`config.mk`:
```
export PLATFORM = sky130hd
export DESIGN_NAME = tile_block
export DESIGN_NICKNAME = d
export VERILOG_FILES = /design/src/rtl/tile_block.sv
export SDC_FILE = /design/constraint.sdc
export NUM_CORES = 1
export LEC_CHECK = 0
export ABC_CLOCK_PERIOD_IN_PS = 900
export BUFFER_PORTS_ARGS = -buffer_cell sky130_fd_sc_hd__buf_2
export CAP_MARGIN = 20
export CORE_AREA = 2 2 80 82
export DETAILED_ROUTE_END_ITERATION = 8
export DIE_AREA = 0 0 82 84
export PLACE_DENSITY = 0.74
export SLEW_MARGIN = 10
export SYNTH_ARGS = -nofsm -noshare
export SYNTH_HDL_FRONTEND = slang
export SYNTH_SLANG_ARGS = --single-unit
```
`constraint.sdc`:
```
create_clock -name clk -period 0.9 [get_ports clk]
set_input_delay 0.18 -clock clk [delete_from_list [all_inputs] [get_ports clk]]
set_output_delay 0.18 -clock clk [all_outputs]
set_load 0.05 [all_outputs]
```
`src/rtl/tile_block.sv`:
```
// Background tile renderer: maps a 640x480 scan position onto a centred 28x36 tile playfield.
// Four streaming register stages: VRAM address, tile ROM address, palette ROM address, RGB.
module tile_block #(
    parameter int          H_OFF         = 208,
    parameter int          V_OFF         = 96,
    parameter logic [15:0] TILE_RAM_BASE = 16'h4000,
    parameter logic [15:0] PAL_RAM_BASE  = 16'h4400
) (
    input  logic        clk,
    input  logic        rst,
    input  logic [8:0]  row,
    input  logic [9:0]  col,
    output logic [15:0] tile_RAM_addr,
    input  logic [7:0]  tile_RAM_data,
    output logic [15:0] palette_RAM_addr,
    input  logic [7:0]  palette_RAM_data,
    output logic [11:0] tile_ROM_addr,
    input  logic [7:0]  tile_ROM_data,
    output logic [7:0]  palette_ROM_addr,
    input  logic [7:0]  palette_ROM_data,
    output logic [3:0]  red,
    output logic [3:0]  green,
    output logic [3:0]  blue
);

    logic [15:0] tile_ram_addr_d, tile_ram_addr_q;
    logic [15:0] pal_ram_addr_d, pal_ram_addr_q;
    logic [2:0]  py1_d, py1_q;
    logic [2:0]  px1_d, px1_q;
    logic        act1_d, act1_q;

    logic [11:0] tile_rom_addr_d, tile_rom_addr_q;
    logic [5:0]  pal_code_d, pal_code_q;
    logic [1:0]  px2_d, px2_q;
    logic        act2_d, act2_q;

    logic [7:0]  pal_rom_addr_d, pal_rom_addr_q;
    logic        act3_d, act3_q;

    logic [3:0]  red_d, red_q;
    logic [3:0]  green_d, green_q;
    logic [3:0]  blue_d, blue_q;

    logic [8:0]  row_rel;
    logic [7:0]  col_rel;
    logic [5:0]  ty;
    logic [4:0]  tx;
    logic [4:0]  inv_tx;
    logic [9:0]  offset;
    logic [1:0]  pixel;
    logic        active;

    logic unused_pal_bits;
    assign unused_pal_bits = &{1'b0, palette_RAM_data[7:6]};

    always_comb begin
        row_rel = row - 9'(V_OFF);
        col_rel = 8'(col - 10'(H_OFF));
        active  = (row >= 9'(V_OFF)) && (row < 9'(V_OFF + 288)) &&
                  (col >= 10'(H_OFF)) && (col < 10'(H_OFF + 224));
        ty      = row_rel[8:3];
        tx      = col_rel[7:3];
        inv_tx  = 5'd27 - tx;

        // Top and bottom two tile rows are laid out row-major; the middle is column-major, mirrored in x.
        if (ty < 6'd2) begin
            offset = 10'h3C2 + {4'b0, ty[0], 5'b0} + {5'b0, inv_tx};
        end else if (ty < 6'd34) begin
            offset = 10'h040 + {inv_tx, 5'b0} + {4'b0, ty - 6'd2};
        end else begin
            offset = 10'h002 + {4'b0, ty[0], 5'b0} + {5'b0, inv_tx};
        end

        tile_ram_addr_d = active ? TILE_RAM_BASE + {6'b0, offset} : TILE_RAM_BASE;
        pal_ram_addr_d  = active ? PAL_RAM_BASE + {6'b0, offset} : PAL_RAM_BASE;
        py1_d           = row_rel[2:0];
        px1_d           = col_rel[2:0];
        act1_d          = active;

        tile_rom_addr_d = {tile_RAM_data, py1_q, px1_q[2]};
        pal_code_d      = palette_RAM_data[5:0];
        px2_d           = px1_q[1:0];
        act2_d          = act1_q;

        // Leftmost pixel of each ROM byte sits in the two MSBs.
        case (px2_q)
            2'd0:    pixel = tile_ROM_data[7:6];
            2'd1:    pixel = tile_ROM_data[5:4];
            2'd2:    pixel = tile_ROM_data[3:2];
            default: pixel = tile_ROM_data[1:0];
        endcase
        pal_rom_addr_d  = {pal_code_q, pixel};
        act3_d          = act2_q;

        red_d   = act3_q ? {palette_ROM_data[2:0], palette_ROM_data[2]} : 4'h0;
        green_d = act3_q ? {palette_ROM_data[5:3], palette_ROM_data[5]} : 4'h0;
        blue_d  = act3_q ? {palette_ROM_data[7:6], palette_ROM_data[7:6]} : 4'h0;
    end

    always_ff @(posedge clk or negedge rst) begin
        if (!rst) begin
            tile_ram_addr_q <= '0;
            pal_ram_addr_q  <= '0;
            py1_q           <= '0;
            px1_q           <= '0;
            act1_q          <= 1'b0;
            tile_rom_addr_q <= '0;
            pal_code_q      <= '0;
            px2_q           <= '0;
            act2_q          <= 1'b0;
            pal_rom_addr_q  <= '0;
            act3_q          <= 1'b0;
            red_q           <= '0;
            green_q         <= '0;
            blue_q          <= '0;
        end else begin
            tile_ram_addr_q <= tile_ram_addr_d;
            pal_ram_addr_q  <= pal_ram_addr_d;
            py1_q           <= py1_d;
            px1_q           <= px1_d;
            act1_q          <= act1_d;
            tile_rom_addr_q <= tile_rom_addr_d;
            pal_code_q      <= pal_code_d;
            px2_q           <= px2_d;
            act2_q          <= act2_d;
            pal_rom_addr_q  <= pal_rom_addr_d;
            act3_q          <= act3_d;
            red_q           <= red_d;
            green_q         <= green_d;
            blue_q          <= blue_d;
        end
    end

    assign tile_RAM_addr    = tile_ram_addr_q;
    assign palette_RAM_addr = pal_ram_addr_q;
    assign tile_ROM_addr    = tile_rom_addr_q;
    assign palette_ROM_addr = pal_rom_addr_q;
    assign red              = red_q;
    assign green            = green_q;
    assign blue             = blue_q;

endmodule

```
==> results.py <==
metrics = {
    "drt": {
        "avgViaCountPerCell": 4.43,
        "wl_per_cell_um": 14.1,
        "ant_nets": 0,
        "drt_iter0_markers": 23,
        "drcViolationCount": 0,
        "drt-pass1-iter-count": 4,
        "vias": 1825,
        "routed_wl_mm": 5.80,
    },
    "worst_setup_path": {
        "worstPathRequired_ns": 1.13,
        "cp_max_fo": 5,
        "cp_cell_sequence": "buf_8, ha_4, xnor2_2, nor3b_2, xnor2_1, ha_2, a21oi_1, xnor2_1, or3_1, a21oi_2",
        "cp-end-kind": "register",
        "startpoint_type": "primary input",
        "slowest_delay_ns": 0.32,
        "crit_type": "in -> reg",
        "arrival_ns": 1.80,
        "slowest_stage": "or3_1",
        "cpMostUsedCell": "xnor2_1",
    },
    "floorplanning": {
        "start_util": 0.394,
        "io_pins": 117,
        "core_area_um2": 6100,
        "die-area_um2": 6890,
        "die_y_um": 84,
        "dieWidth_um": 82,
        "row_count": 29,
    },
    "cts": {
        "clk_pin_slew_ns": 0.11,
        "cts_buffers": 5,
        "clk_latency_ns": 0.31,
        "cts.sink_count": 56,
        "cts.root.buffer_cell": "clkbuf_8",
        "cts_buffer_depth": 2,
        "cts_tree": "done",
        "htreeDepth": 2,
    },
    "logic_synthesis": {
        "synth_edf_count": 0,
        "ys_warn_count": 0,
        "syn-cell-area_um2": 2400,
        "yosys-top-cells-count": "dfrtp_1, buf_4, ha_1, xnor2_1, and2_1",
        "synth_area_leaders": "dfrtp_1, buf_4, ha_1, xnor2_1, xor2_1",
        "yosysTopAreaCellShare": 0.584,
        "netlist.top_cell.by_area": "dfrtp_1",
        "syn_area_per_cell_um2": 13.3,
        "yosysUniqueCellTypes": 42,
        "ys_ff_latch": 56,
        "synth_ff_type": "dfrtp_1",
        "synth_cells": 180,
        "synth_seq_area_share": 0.584,
        "async_reset_ff_frac": 1.00,
        "synth.most_common_cell": "dfrtp_1",
    },
    "finish": {
        "area_delta_synth_final_pct": 73.4,
        "utilization": 0.683,
        "antennaDiodeCount": 0,
        "layout-drive-gt1-share": 0.642,
        "finish.net_count": 397,
    },
    "flow_run": {
        "cap_violations": 0,
    },
    "run_status": {
        "status": "finished with violations",
        "violations": "setup timing",
    },
    "power_and_ir_drop": {
        "pwr_density_cell_nw_per_um2": 1480,
        "power_mw": 6.15,
        "cellLeakagePower_nw": 1.97,
        "ir_drop_mv": 1.08,
    },
    "place": {
        "place_congestion": 0.795,
        "port_buffers": 105,
        "pre_cts_ws_ns": -1.10,
        "dp_hpwl_mm": 3.96,
    },
    "sta": {
        "tns_ns": -14.47,
        "finClkSkew_ns": 0.0109,
        "finalMaxSlewViolations": 0,
        "fmax_mhz": 638,
        "rsz0062_at_grt": "true",
        "worst_slack_ns": -0.667,
        "min_period_ns": 1.57,
        "setup_viol_count_final": 68,
        "fin_crit_sh": 1.74,
        "hold_viol": 0,
    },
    "global_routing": {
        "grt_max_degree": 22,
        "grt_usage": 0.171,
        "met2_usage": 0.329,
        "grt_use_met3": 0.0303,
        "busiest_layer": "met2",
        "grt_pass1_vias": 1943,
        "grt_first_pass_wirelength_mm": 8.95,
        "grt_antenna_before_repair": 0,
        "grtUsageMet1": 0.178,
        "grt-ovfl-total": 0,
    },
    "min_path": {
        "min_path_type": "in -> reg",
    },
}
==> per-layer routing <==
metal	routed length, µm	part of all wire
met1	2040	0.35
met2	3320	0.57
met3	368	0.063
met4	69	0.012
met5	0	0
==> worst max-delay path, delay by kind of cell <==
kind,cells,cell delay [ns]
compound gates,2,0.20
simple gates,2,0.52
xor+xnor,3,0.42
buf+inv,1,0.11
fa+ha+maj,2,0.37
==> final timing paths <==
path                                     start             endpoint  slack (ns)  cells past startpoint
max                                     row[5]  palette_RAM_addr[8]       -0.67                     10
min                        palette_ROM_data[2]               red[0]        0.08                      2
max reg2reg                           px2_q[0]  palette_ROM_addr[1]       -0.11                      1
min reg2reg                      pal_code_q[4]  palette_ROM_addr[6]        0.35                      0
max in group asynchronous                  rst        pal_code_q[1]        0.19                      3
min in group asynchronous                  rst  palette_ROM_addr[2]        0.28                      2
==> power by group <==
group          internal (mW)  switching (mW)  total, mW
clock network          0.572           0.805       1.38
registers               2.65          0.0821       2.73
logic                  0.935            1.11       2.04
==> per-stage QoR <==
| step | hold WS (ns) | area [µm²] | cells |
|---|---|---|---|
| detailed placement | 0.0651 | 3270 | 376 |
| floorplan | -0.116 | 2630 | 188 |
| global route | 0.0701 | 4160 | 412 |
| global placement | 0.0544 | 3270 | 376 |
| CTS | 0.0782 | 4110 | 413 |
| finish | 0.0841 | 4160 | 412 |
==> logic make-up (layout without fill, tap and decap cells) <==
logic type / after synthesis / after routing / share of synthesized area
AO/OA/AOI/OAI: 20 / 20 / 0.0808
multiplexers: 4 / 4 / 0.0276
AND/OR/NAND/NOR: 34 / 34 / 0.0829
other: 2 / 10 / 0.00313
buffers and inverters: 36 / 183 / 0.101
XOR/XNOR: 18 / 18 / 0.0688
adder cells (fa/ha/maj): 10 / 10 / 0.0521
flip-flops: 56 / 56 / 0.584
==> repair_timing <==
item	CTS	global route
hold buffers	21	0
cloned	1	0
endpoints found under the setup margin	68	68
endpoints found under the hold margin	65	0
pin swaps	23	13
buffers inserted	7	0
resized for setup	137	12
==> flip-flops by register name, summed over array words and instances, names as in the netlist <==
signal and flops:
palette_ROM_addr 8, tile_ROM_addr 12, palette_RAM_addr 11, act3_q 1, py1_q 3, blue 2
pal_code_q 6, act1_q 1, green 3, red 3, px1_q 3, act2_q 1
px2_q 2
==> cell type report <==
type | instances | area, µm²
multi-input combinational | 96 | 1010
tap | 77 | 96.3
timing repair buffer | 168 | 1510
clock inverter | 3 | 27.5
sequential | 56 | 1420
inverter | 7 | 30.0
clock buffer | 5 | 68.8
fill | 390 | 1930
==> cells in the final DEF, fill, tap and decap left out, types with 2 or more instances in the layout <==
cell           instances
and2_1                 9
a21oi_2                2
dlygate4sd3_1         21
xor2_1                 6
a211oi_2               5
or3_1                  2
dfrtp_1               42
buf_8                  3
buf_6                 61
ha_1                   2
dfrtp_2               14
nor2_1                 6
xnor2_2                6
nor3b_2                2
clkbuf_8               5
inv_2                  4
inv_1                  2
buf_4                 33
conb_1                10
mux4_2                 2
xnor2_1                4
buf_2                 46
ha_2                   2
clkinvlp_4             2
buf_12                 3
ha_4                   6
nand2_1                3
Note: power is estimated with default switching activity, not from simulation.
